File: config.mk
export PLATFORM = sky130hd
export DESIGN_NAME = fetch_unit
export DESIGN_NICKNAME = d
export VERILOG_FILES = /design/src/rtl/fetch_unit.sv
export SDC_FILE = /design/constraint.sdc
export NUM_CORES = 1
export LEC_CHECK = 0
export CAP_MARGIN = 30
export CORE_MARGIN = 2
export CORE_UTILIZATION = 44
export CTS_BUF_LIST = sky130_fd_sc_hd__clkbuf_8
export DETAILED_ROUTE_END_ITERATION = 12
export PLACE_DENSITY = 0.69
export SLEW_MARGIN = 20
export SYNTH_ARGS = -nofsm -noshare
export SYNTH_HDL_FRONTEND = slang
export SYNTH_SLANG_ARGS = --single-unit
File: constraint.sdc
create_clock -name clk -period 7.3 [get_ports clk]
set_input_delay 1.46 -clock clk [delete_from_list [all_inputs] [get_ports clk]]
set_output_delay 1.46 -clock clk [all_outputs]
set_load 0.01 [all_outputs]
File: src/rtl/fetch_unit.sv
// Instruction fetch stage: PC, credit-limited imem requests, in-order responses
// into a prefetch FIFO, and redirect handling with stale-response discard.
module fetch_unit #(
  parameter int               XLEN     = 32,
  parameter logic [XLEN-1:0]  RESET_PC = '0,
  parameter int               DEPTH    = 2
) (
  input  logic            clk,
  input  logic            rst_n,
  output logic            imem_req_valid,
  input  logic            imem_req_ready,
  output logic [XLEN-1:0] imem_req_addr,
  input  logic            imem_rsp_valid,
  input  logic [XLEN-1:0] imem_rsp_data,
  input  logic            redirect_valid,
  input  logic [XLEN-1:0] redirect_pc,
  output logic            instr_valid,
  input  logic            instr_ready,
  output logic [XLEN-1:0] instruction,
  output logic [XLEN-1:0] instr_pc
);

  localparam int PTR_W  = $clog2(DEPTH);
  localparam int CNT_W  = $clog2(DEPTH + 1);
  localparam int DISC_W = CNT_W + 4;

  logic [XLEN-1:0]   pc_q, pc_d;
  logic [XLEN-1:0]   fifo_data_q [DEPTH];
  logic [XLEN-1:0]   fifo_data_d [DEPTH];
  logic [XLEN-1:0]   fifo_pc_q   [DEPTH];
  logic [XLEN-1:0]   fifo_pc_d   [DEPTH];
  logic [XLEN-1:0]   iq_pc_q     [DEPTH];
  logic [XLEN-1:0]   iq_pc_d     [DEPTH];
  logic [PTR_W-1:0]  rd_ptr_q, rd_ptr_d, wr_ptr_q, wr_ptr_d;
  logic [PTR_W-1:0]  iq_rd_q, iq_rd_d, iq_wr_q, iq_wr_d;
  logic [CNT_W-1:0]  count_q, count_d;
  logic [CNT_W-1:0]  outstanding_q, outstanding_d;
  logic [DISC_W-1:0] discard_q, discard_d;

  logic [CNT_W:0] credit_used;
  logic           req_fire, rsp_drop, rsp_live, pop;

  // Every live outstanding request is guaranteed a FIFO slot by this credit check.
  assign credit_used    = {1'b0, count_q} + {1'b0, outstanding_q};
  assign imem_req_valid = rst_n & ~redirect_valid & (credit_used < (CNT_W+1)'(DEPTH));
  assign imem_req_addr  = pc_q;

  assign instr_valid = rst_n & (count_q != '0);
  assign instruction = instr_valid ? fifo_data_q[rd_ptr_q] : '0;
  assign instr_pc    = instr_valid ? fifo_pc_q[rd_ptr_q]   : '0;

  assign req_fire = imem_req_valid & imem_req_ready;
  assign rsp_drop = imem_rsp_valid & (discard_q != '0);
  assign rsp_live = imem_rsp_valid & (discard_q == '0) & (outstanding_q != '0);
  assign pop      = instr_valid & instr_ready;

  always_comb begin
    pc_d          = pc_q;
    fifo_data_d   = fifo_data_q;
    fifo_pc_d     = fifo_pc_q;
    iq_pc_d       = iq_pc_q;
    rd_ptr_d      = rd_ptr_q;
    wr_ptr_d      = wr_ptr_q;
    iq_rd_d       = iq_rd_q;
    iq_wr_d       = iq_wr_q;
    count_d       = count_q;
    outstanding_d = outstanding_q;
    discard_d     = discard_q;

    if (redirect_valid) begin
      // A response landing this cycle is one of the in-flight ones, so it nets out.
      pc_d          = redirect_pc;
      rd_ptr_d      = '0;
      wr_ptr_d      = '0;
      iq_rd_d       = '0;
      iq_wr_d       = '0;
      count_d       = '0;
      outstanding_d = '0;
      discard_d     = discard_q + DISC_W'(outstanding_q) - DISC_W'(rsp_drop | rsp_live);
    end else begin
      if (req_fire) begin
        pc_d             = pc_q + XLEN'(4);
        iq_pc_d[iq_wr_q] = pc_q;
        iq_wr_d          = iq_wr_q + PTR_W'(1);
      end
      if (rsp_drop) begin
        discard_d = discard_q - DISC_W'(1);
      end
      if (rsp_live) begin
        fifo_data_d[wr_ptr_q] = imem_rsp_data;
        fifo_pc_d[wr_ptr_q]   = iq_pc_q[iq_rd_q];
        wr_ptr_d              = wr_ptr_q + PTR_W'(1);
        iq_rd_d               = iq_rd_q + PTR_W'(1);
      end
      if (pop) begin
        rd_ptr_d = rd_ptr_q + PTR_W'(1);
      end
      outstanding_d = outstanding_q + CNT_W'(req_fire) - CNT_W'(rsp_live);
      count_d       = count_q + CNT_W'(rsp_live) - CNT_W'(pop);
    end
  end

  always_ff @(posedge clk) begin
    if (!rst_n) begin
      pc_q          <= RESET_PC;
      fifo_data_q   <= '{default: '0};
      fifo_pc_q     <= '{default: '0};
      iq_pc_q       <= '{default: '0};
      rd_ptr_q      <= '0;
      wr_ptr_q      <= '0;
      iq_rd_q       <= '0;
      iq_wr_q       <= '0;
      count_q       <= '0;
      outstanding_q <= '0;
      discard_q     <= '0;
    end else begin
      pc_q          <= pc_d;
      fifo_data_q   <= fifo_data_d;
      fifo_pc_q     <= fifo_pc_d;
      iq_pc_q       <= iq_pc_d;
      rd_ptr_q      <= rd_ptr_d;
      wr_ptr_q      <= wr_ptr_d;
      iq_rd_q       <= iq_rd_d;
      iq_wr_q       <= iq_wr_d;
      count_q       <= count_d;
      outstanding_q <= outstanding_d;
      discard_q     <= discard_d;
    end
  end

endmodule

==> impl_metrics.ini, run 1 <==
[die]
core_um2 = 23500
die_w_um = 159
num_io_pins = 168
num_rows = 56
die_y_um = 159
start_util_pct = 44.8
die_area_um2 = 25200

[timing]
finalSetupViolations = 0
slew_headroom_pct = 44.5
clock.fmax_mhz = 190
worst_pin_slew_ps = 832
worst_hold_slack_ps = 452
min_period_ps = 5260
rsz0062_at_grt = no
tns_ps = 0
finalMaxSlewViolations = 0
period_share_pct = 72.1
hold_viol_final = 0
clock_skew_ps = 15.9

[drt]
firstDrtPassIters = 5
via_count = 9153
drtAntennaViolNets = 0
postRouteWirelength_mm = 27.4
drc = 0
vias_per_cell = 5.19
wl_per_cell_um = 15.5
first_iter_violations = 629

[power]
clock_power_share_pct = 39.8
power_mw = 2.85
p_switching_mw = 0.733
ir_worst_vdd_v = 0.000165
p_leak_nw = 4.10
intPower_mw = 2.12
p_sw_share_pct = 25.7
p_per_area_nw_per_um2 = 217
p_comb_share_pct = 11.9
pwr-share-seq_pct = 48.3

[placed_design]
dp_hpwl_mm = 17.6
io_buffers = 167
place_area_um2 = 12400
gp_congestion = 0.904

[clocking]
cts_buffers = 40
htree_levels = 2
clock_latency_ps = 530
clock_path_buffers = 3
clk_pin_slew_ps = 60
postCtsHoldBufs = 0
numClockSinks = 238
cts_resized = 0
root_buffer = clkbuf_8
cts_tree = done
cts_setup_buffers = 0

[worst_setup_path]
cp.required_ps = 5840
arrival_ps = 3800
cp-end-kind = output port
cp_max_fo = 54
path_class = input port to output port
start_kind = input port

[yosys]
synth.distinct_cells = 45
ys.flop_type = dfxtp_1
synth_cells = 1299
ys_seq_area_share_pct = 45.3
syn-num-nets = 1388
synth.avg_cell_area_um2 = 8.10
yosysWarningCount = 0
synth_edf_count = 0
ys_ff_latch = 238
synth_area_um2 = 10500
ys_async_sr_fraction_pct = 0

[cells_and_area]
drive_above_1_share_pct = 5.88
final_area_um2 = 13200
syn2layout_area_growth_pct = 25.0
fin_nets = 1512
n_antenna_cell = 0
utilization_pct = 56.0

[global_route]
grt_util_met2_pct = 33.3
grt_max_degree = 106
grt_pass1_vias = 8468
grt_pass1_wl_mm = 43.7
grt_use_met3_pct = 4.25
grtUsageMet1_pct = 30.7
antenna_found_initial = 0
grt.total_usage_pct = 21.5
grt-busiest-layer = met2
gr-total-overflow = 0

[job]
maxCapViolCount = 0

[outcome]
status = finished, final reports clean

[hold_path]
holdCritPathClass = flip-flop to flip-flop
==> metal layers <==
metal / vias up / routed length (um)
met2: 286 / 11500
met4: 0 / 454
met5: - / 0
met3: 47 / 2120
li1: 4646 / -
met1: 4174 / 13300
==> synth_stat cells, drive strengths merged, types with 2 or more instances <==
| cell | instances | area [um^2] |
|---|---|---|
| nor2 | 162 | 608 |
| a311oi | 3 | 26.3 |
| fa | 2 | 40.0 |
| or2 | 2 | 12.5 |
| dfxtp | 238 | 4760 |
| ha | 17 | 213 |
| and2 | 6 | 37.5 |
| a211oi | 76 | 571 |
| nor3 | 11 | 60.1 |
| and3 | 7 | 43.8 |
| mux2i | 99 | 991 |
| a21oi | 150 | 751 |
| and4 | 3 | 28.8 |
| nand3 | 19 | 95.1 |
| o22ai | 3 | 18.8 |
| xor2 | 8 | 70.1 |
| o21ai | 19 | 95.1 |
| nand4 | 10 | 62.6 |
| inv | 21 | 78.8 |
| buf | 22 | 104 |
| nand2 | 278 | 1050 |
| o21a | 2 | 15.0 |
| xnor2 | 32 | 280 |
| nor4 | 9 | 56.3 |
| or4 | 4 | 33.8 |
| or3 | 4 | 25.0 |
| clkbuf | 81 | 304 |
==> cells in the final DEF, fill, tap and decap left out, types with 10 or more instances in the layout <==
cell | Yosys | layout
a211oi_1 | 76 | 76
a21oi_1 | 150 | 150
clkbuf_8 | 0 | 48
nor3_1 | 10 | 10
nand4_1 | 10 | 10
buf_4 | 0 | 15
nand3_1 | 19 | 19
ha_1 | 17 | 17
xnor2_1 | 32 | 32
clkdlybuf4s50_1 | 0 | 167
nor2_1 | 162 | 161
inv_1 | 19 | 31
mux2i_1 | 99 | 99
dfxtp_1 | 238 | 236
nand2_1 | 277 | 277
o21ai_0 | 19 | 18
==> stage by stage <==
step | setup slack, ps | cells
2_1_floorplan | 3340 | 1299
3_3_place_gp | 2080 | 1697
3_5_place_dp | 2090 | 1700
4_1_cts | 2070 | 1765
5_1_grt | 1890 | 1765
6_report | 2040 | 1765
==> state kept, by name (all words and copies together), names as in the netlist <==
signal and count:
iq_pc_q 64, iq_rd_q 1, fifo_pc_q 64, count_q 2, outstanding_q 2, fifo_data_q 64, wr_ptr_q 1, rd_ptr_q 1
iq_wr_q 1, imem_req_addr 32, discard_q 6
==> cells by family after synthesis <==
kind of cell	Yosys count	share of synthesized area, %
xor+xnor	40	3.33
fa+ha+maj	19	2.40
compound gates	259	14.5
buf+inv	125	4.66
flops	238	45.3
simple gates	519	20.4
mux	99	9.42
==> power by group through the flow <==
stage          sequential (mW)  clock, mW  combinational, mW
6_report                  1.38       1.14              0.338
3_3_place_gp              1.40          0              0.330
2_1_floorplan             1.39          0              0.219
3_5_place_dp              1.40          0              0.337
5_1_grt                   1.38       1.22              0.375
4_1_cts                   1.37       1.16              0.339
==> worst max-delay path, stage by stage <==
cell and delay (ps):
clkdlybuf4s50_1 400, buf_4 240, clkinv_1 70, buf_4 420
nand2_1 280, nor3_1 300, clkdlybuf4s50_1 600
==> cell type report <==
type | instances | area, um^2
Sequential cell | 238 | 4770
Clock inverter | 17 | 95.1
Inverter | 22 | 87.6
Multi-Input combinational cell | 936 | 5290
Tap cell | 319 | 399
Clock buffer | 48 | 661
Timing Repair Buffer | 185 | 1850
Fill cell | 2135 | 10300
==> path summary, 6_finish.rpt <==
path | start | end | slack [ps] | depth (start not counted)
setup / recovery | redirect_valid | imem_req_valid | 2040 | 7
hold / removal | fifo_data_q[7] | fifo_data_q[7] | 450 | 2
setup reg to reg | count_q[0] | outstanding_q[1] | 4360 | 11
hold reg to reg | fifo_data_q[7] | fifo_data_q[7] | 450 | 2
Note: power is estimated with default switching activity, not from simulation.
==> run 2: changes to the inputs <==
clock period = 4.95 ns   (was 7.3 ns; I/O delays follow)
==> run 2 against run 1 <==
Effect of this change:
- worst hold slack better by 0.53 ps
- final cell count up 0.91%
- combinational power increased by 47%
- worst setup slack lost 950 ps
- non-clock buffer count increased by 7
- largest cell class unchanged
- sequential share of layout area fell by 0.39 points
- cell area grew 1.1%
- register-to-register slack got worse by 2300 ps
- routed wire length decreased by 1.9%
==> impl_metrics.ini, run 2 (same netlist as run 1, synthesis figures left out) <==
[drt]
wl_per_cell_um = 15.1
vias_per_cell = 5.16
drtAntennaViolNets = 0
firstDrtPassIters = 7
via_count = 9196
drc = 0
first_iter_violations = 490
postRouteWirelength_mm = 26.9

[cells_and_area]
fin_nets = 1521
n_antenna_cell = 0
biggestRegsByFlops = fifo_data_q x64, fifo_pc_q x64, iq_pc_q x64
layout_common_cells = nand2_1 (277), dfxtp_1 (236), clkdlybuf4s50_1 (167), nor2_1 (161), a21oi_1 (150)
syn2layout_area_growth_pct = 26.4
layout_commonest_cell = nand2_1
drive_above_1_share_pct = 6.50
final_area_um2 = 13300

[outcome]
status = finished, final reports clean

[timing]
fin_ws_ps = 1090
rsz0062_at_grt = no
hold_viol_final = 0
clock.fmax_mhz = 259
clock_skew_ps = 16.5
slew_headroom_pct = 41.8
finalSetupViolations = 0
period_share_pct = 78.0
min_period_ps = 3860
worst_hold_slack_ps = 452
tns_ps = 0
worst_pin_slew_ps = 871
finalMaxSlewViolations = 0

[die]
die_w_um = 159
die_y_um = 159
core_um2 = 23500
die_area_um2 = 25200
num_rows = 56
num_io_pins = 168
start_util_pct = 44.8

[clocking]
cts_tree = done
clock_path_buffers = 3
postCtsHoldBufs = 0
cts_resized = 0
htree_levels = 2
cts_setup_buffers = 0
clock_latency_ps = 530
numClockSinks = 238
root_buffer = clkbuf_8
clk_pin_slew_ps = 60
cts_buffers = 42

[global_route]
grt_max_degree = 107
grt.total_usage_pct = 21.6
gr-total-overflow = 0
grt-busiest-layer = met2
grt_pass1_wl_mm = 43.7
grt_pass1_vias = 8539
antenna_found_initial = 0
grtUsageMet1_pct = 31.1
grt_use_met3_pct = 4.00
grt_util_met2_pct = 33.1

[worst_setup_path]
cpMaxStageDelayCell = clkdlybuf4s50_1
cp-end-kind = output port
path_class = input port to output port
crit_top_cell = clkdlybuf4s50_1
worstPathCellList = clkdlybuf4s50_1 -> buf_4 -> nand2_1 -> nor3_1 -> clkdlybuf4s50_1
max_stage_delay_ps = 580
worst-path-buf-inv = 3
start_kind = input port
arrival_ps = 2870
cp_max_fo = 19
cp.required_ps = 3960
crit_family = buffers and inverters

[placed_design]
dp_slack_ps = 1110
place_area_um2 = 12500
dp_hpwl_mm = 18.0
io_buffers = 167
gp_congestion = 0.938

[hold_path]
holdCritPathClass = flip-flop to flip-flop

[power]
ir_worst_vdd_v = 0.000257
p_leak_nw = 4.19
power_mw = 4.22
p_per_area_nw_per_um2 = 317

[job]
maxCapViolCount = 0
run 2: changes by cell type in the layout (fill, tap and decap cells not counted):
cell        previous run  this run
inv_1                 31        37
buf_4                 15        19
clkbuf_8              48        52
buf_12                 2         5
clkinv_2               4         2
bufinv_16              1         0
clkinv_4               0         1
clkinvlp_4             0         1
run 2: per-stage QoR:
stage / cells / util (%)
6_report: 1781 / 56.7
5_1_grt: 1781 / 56.7
4_1_cts: 1781 / 56.7
3_5_place_dp: 1707 / 53.2
3_3_place_gp: 1705 / 53.0
2_1_floorplan: 1299 / -
run 2: path summary, 6_finish.rpt:
path / from / endpoint / slack (ps) / depth (start not counted)
hold reg to reg: iq_pc_q[43] / iq_pc_q[43] / 450 / 2
hold / removal: iq_pc_q[43] / iq_pc_q[43] / 450 / 2
setup / recovery: rst_n / imem_req_valid / 1090 / 5
setup reg to reg: count_q[0] / outstanding_q[1] / 2080 / 11
run 2: layout make-up:
class	instances	area, um^2
fillers	2180	10200
clock inverters	22	93.8
flip-flops and latches	238	4770
repair buffers	192	1940
clock buffers	52	716
well taps	319	399
inverters	22	87.6
multi-input cells	936	5290
run 2: where the power goes:
part / switching (mW) / leakage [nW] / total, mW / internal [mW]
clock: 0.754 / 0.482 / 1.70 / 0.943
sequential: 0.0656 / 1.93 / 2.03 / 1.96
combinational: 0.258 / 1.78 / 0.497 / 0.239
total: 1.08 / 4.19 / 4.22 / 3.15
run 2: metal layers:
layer	wire (um)	part of all wire (%)
met1	13200	49
met2	11400	42
met3	1830	6.8
met4	426	1.6
met5	0	0
run 2: worst reg2reg max path, cell delays in order, from the launching register on:
cell and delay, ps:
dfxtp_1 420, and2_1 170, fa_1 460, nor3b_2 210, buf_4 240, nand2_1 270
ha_1 370, inv_1 40, ha_1 180, xnor2_1 200, xnor2_1 150, nor2_1 60
==> run 3: changes to the inputs <==
clock period = 3.7 ns   (was 4.95 ns; I/O delays follow)
==> run 3 against run 2 <==
Effect of this change:
- clock power is 32% higher
- die area stayed put
- sequential share of layout area is 0.14 points higher
- non-clock buffer count is 3 lower
- clock skew is 1.4 ps lower
- critical path depth is 1 lower
- sequential power is 33% higher
- final cell count is 0.67% lower
- critical endpoint unchanged
==> impl_metrics.ini, run 3 (same netlist as run 1, synthesis figures left out) <==
[clocking]
clock_latency_ps = 540
clk_pin_slew_ps = 60
cts_tree = done
postCtsHoldBufs = 0
numClockSinks = 238
cts_resized = 0
clock_path_buffers = 3
htree_levels = 2
cts_buffers = 40
root_buffer = clkbuf_8
cts_setup_buffers = 0

[timing]
finalMaxSlewViolations = 0
slew_headroom_pct = 49.6
clock.fmax_mhz = 312
hold_viol_final = 0
min_period_ps = 3210
worst_hold_slack_ps = 452
period_share_pct = 86.7
worst_pin_slew_ps = 756
fin_ws_ps = 493
finalSetupViolations = 0
rsz0062_at_grt = no
tns_ps = 0
clock_skew_ps = 15.2

[global_route]
antenna_found_initial = 0
grt_max_degree = 97
grt.total_usage_pct = 21.5
gr-total-overflow = 0
grt_pass1_wl_mm = 43.7
grt_pass1_vias = 8498

[power]
pwr-share-seq_pct = 48.3
p_sw_share_pct = 25.6
ir_worst_vdd_v = 0.000392
p_comb_share_pct = 11.8
p_per_area_nw_per_um2 = 424
clock_power_share_pct = 39.8
p_switching_mw = 1.44
intPower_mw = 4.17
p_leak_nw = 4.13

[placed_design]
place_area_um2 = 12500
dp_hpwl_mm = 17.6
io_buffers = 167
placedCellCount = 1704
dp_slack_ps = 480
gp_congestion = 0.881

[cells_and_area]
layout_common_cells = nand2_1 (277), dfxtp_1 (236), clkdlybuf4s50_1 (167), nor2_1 (161), a21oi_1 (150)
layout.cells.non_filler = 1769
fin_nets = 1516
layout_commonest_cell = nand2_1
final_area_um2 = 13200
syn2layout_area_growth_pct = 25.9
drive_above_1_share_pct = 6.21
biggestRegsByFlops = fifo_data_q x64, fifo_pc_q x64, iq_pc_q x64
n_antenna_cell = 0
nFillCells = 2142

[worst_setup_path]
crit_start = count_q[0]
crit_cells = 4
endpoint = imem_req_valid
max_stage_delay_ps = 600
worst-path-buf-inv = 1
r2r_start = discard_q[0]
start_kind = flip-flop
arrival_ps = 2470
worstPathCellList = and2_1 -> fa_1 -> nor3_1 -> clkdlybuf4s50_1
cp.required_ps = 2960
r2r_slack_ps = 970
crit_family = buffers and inverters
cp-end-kind = output port
r2r_end = discard_q[4]
cp_max_fo = 3
rr_worst_depth = 15
cpMaxStageDelayCell = clkdlybuf4s50_1
path_class = flip-flop to output port

[hold_path]
holdCritPathClass = flip-flop to flip-flop

[die]
die_area_um2 = 25200
die_w_um = 159
die_y_um = 159
num_io_pins = 168
num_rows = 56
start_util_pct = 44.8
core_um2 = 23500

[job]
maxCapViolCount = 0

[drt]
wl_per_cell_um = 15.4
via_count = 9167
first_iter_violations = 713
drc = 0
postRouteWirelength_mm = 27.2
vias_per_cell = 5.18
firstDrtPassIters = 5
drtAntennaViolNets = 0

[outcome]
status = finished, final reports clean
## run 3: cell types whose count changed in the layout (fill, tap and decap cells not counted)
cell,previous run,this run
clkbuf_8,52,51
buf_12,5,8
clkinv_2,2,1
buf_4,19,14
clkinv_4,1,0
inv_6,1,2
inv_1,37,30
buf_16,1,0
## run 3: area by class of cell
class / count / area, um^2 / area share [%]
well taps: 319 / 399 / 3.01
inverters: 22 / 87.6 / 0.661
multi-input cells: 936 / 5290 / 39.9
repair buffers: 189 / 1940 / 14.6
clock buffers: 51 / 702 / 5.30
clock inverters: 14 / 62.6 / 0.472
flip-flops and latches: 238 / 4770 / 36.0
## run 3: layer usage
metal	track usage, %	wire length, um	vias up
met2	32.2	11600	305
met3	4.93	2030	37
li1	-	-	4650
met5	0	0	-
met4	5.58	419	0
met1	31.0	13100	4175
## run 3: worst min-delay path, stage by stage, from the launching register on
cell and delay [ps]:
dfxtp_1 300, nand2_1 50, a21oi_1 50
## run 3: worst min path at each step
stage	slack, ps	cells past startpoint	from	end
floorplan	440	2	fifo_data_q[32]	fifo_data_q[32]
global placement	440	2	iq_pc_q[36]	iq_pc_q[36]
detailed placement	450	2	fifo_data_q[60]	fifo_data_q[60]
CTS	450	2	fifo_data_q[60]	fifo_data_q[60]
global route	470	2	fifo_data_q[8]	fifo_data_q[8]
finish	450	2	fifo_data_q[54]	fifo_data_q[54]
## run 3: power groups by stage
stage,sequential (mW),combinational (mW),clock [mW]
CTS,2.71,0.667,2.30
global placement,2.76,0.653,0
global route,2.72,0.752,2.40
floorplan,2.74,0.433,0
finish,2.71,0.664,2.24
detailed placement,2.77,0.660,0
## run 3: stage by stage
step	utilization (%)	power, mW
floorplan	-	3.18
global placement	53.1	3.42
detailed placement	53.2	3.43
CTS	56.4	5.67
global route	56.4	5.87
finish	56.4	5.61
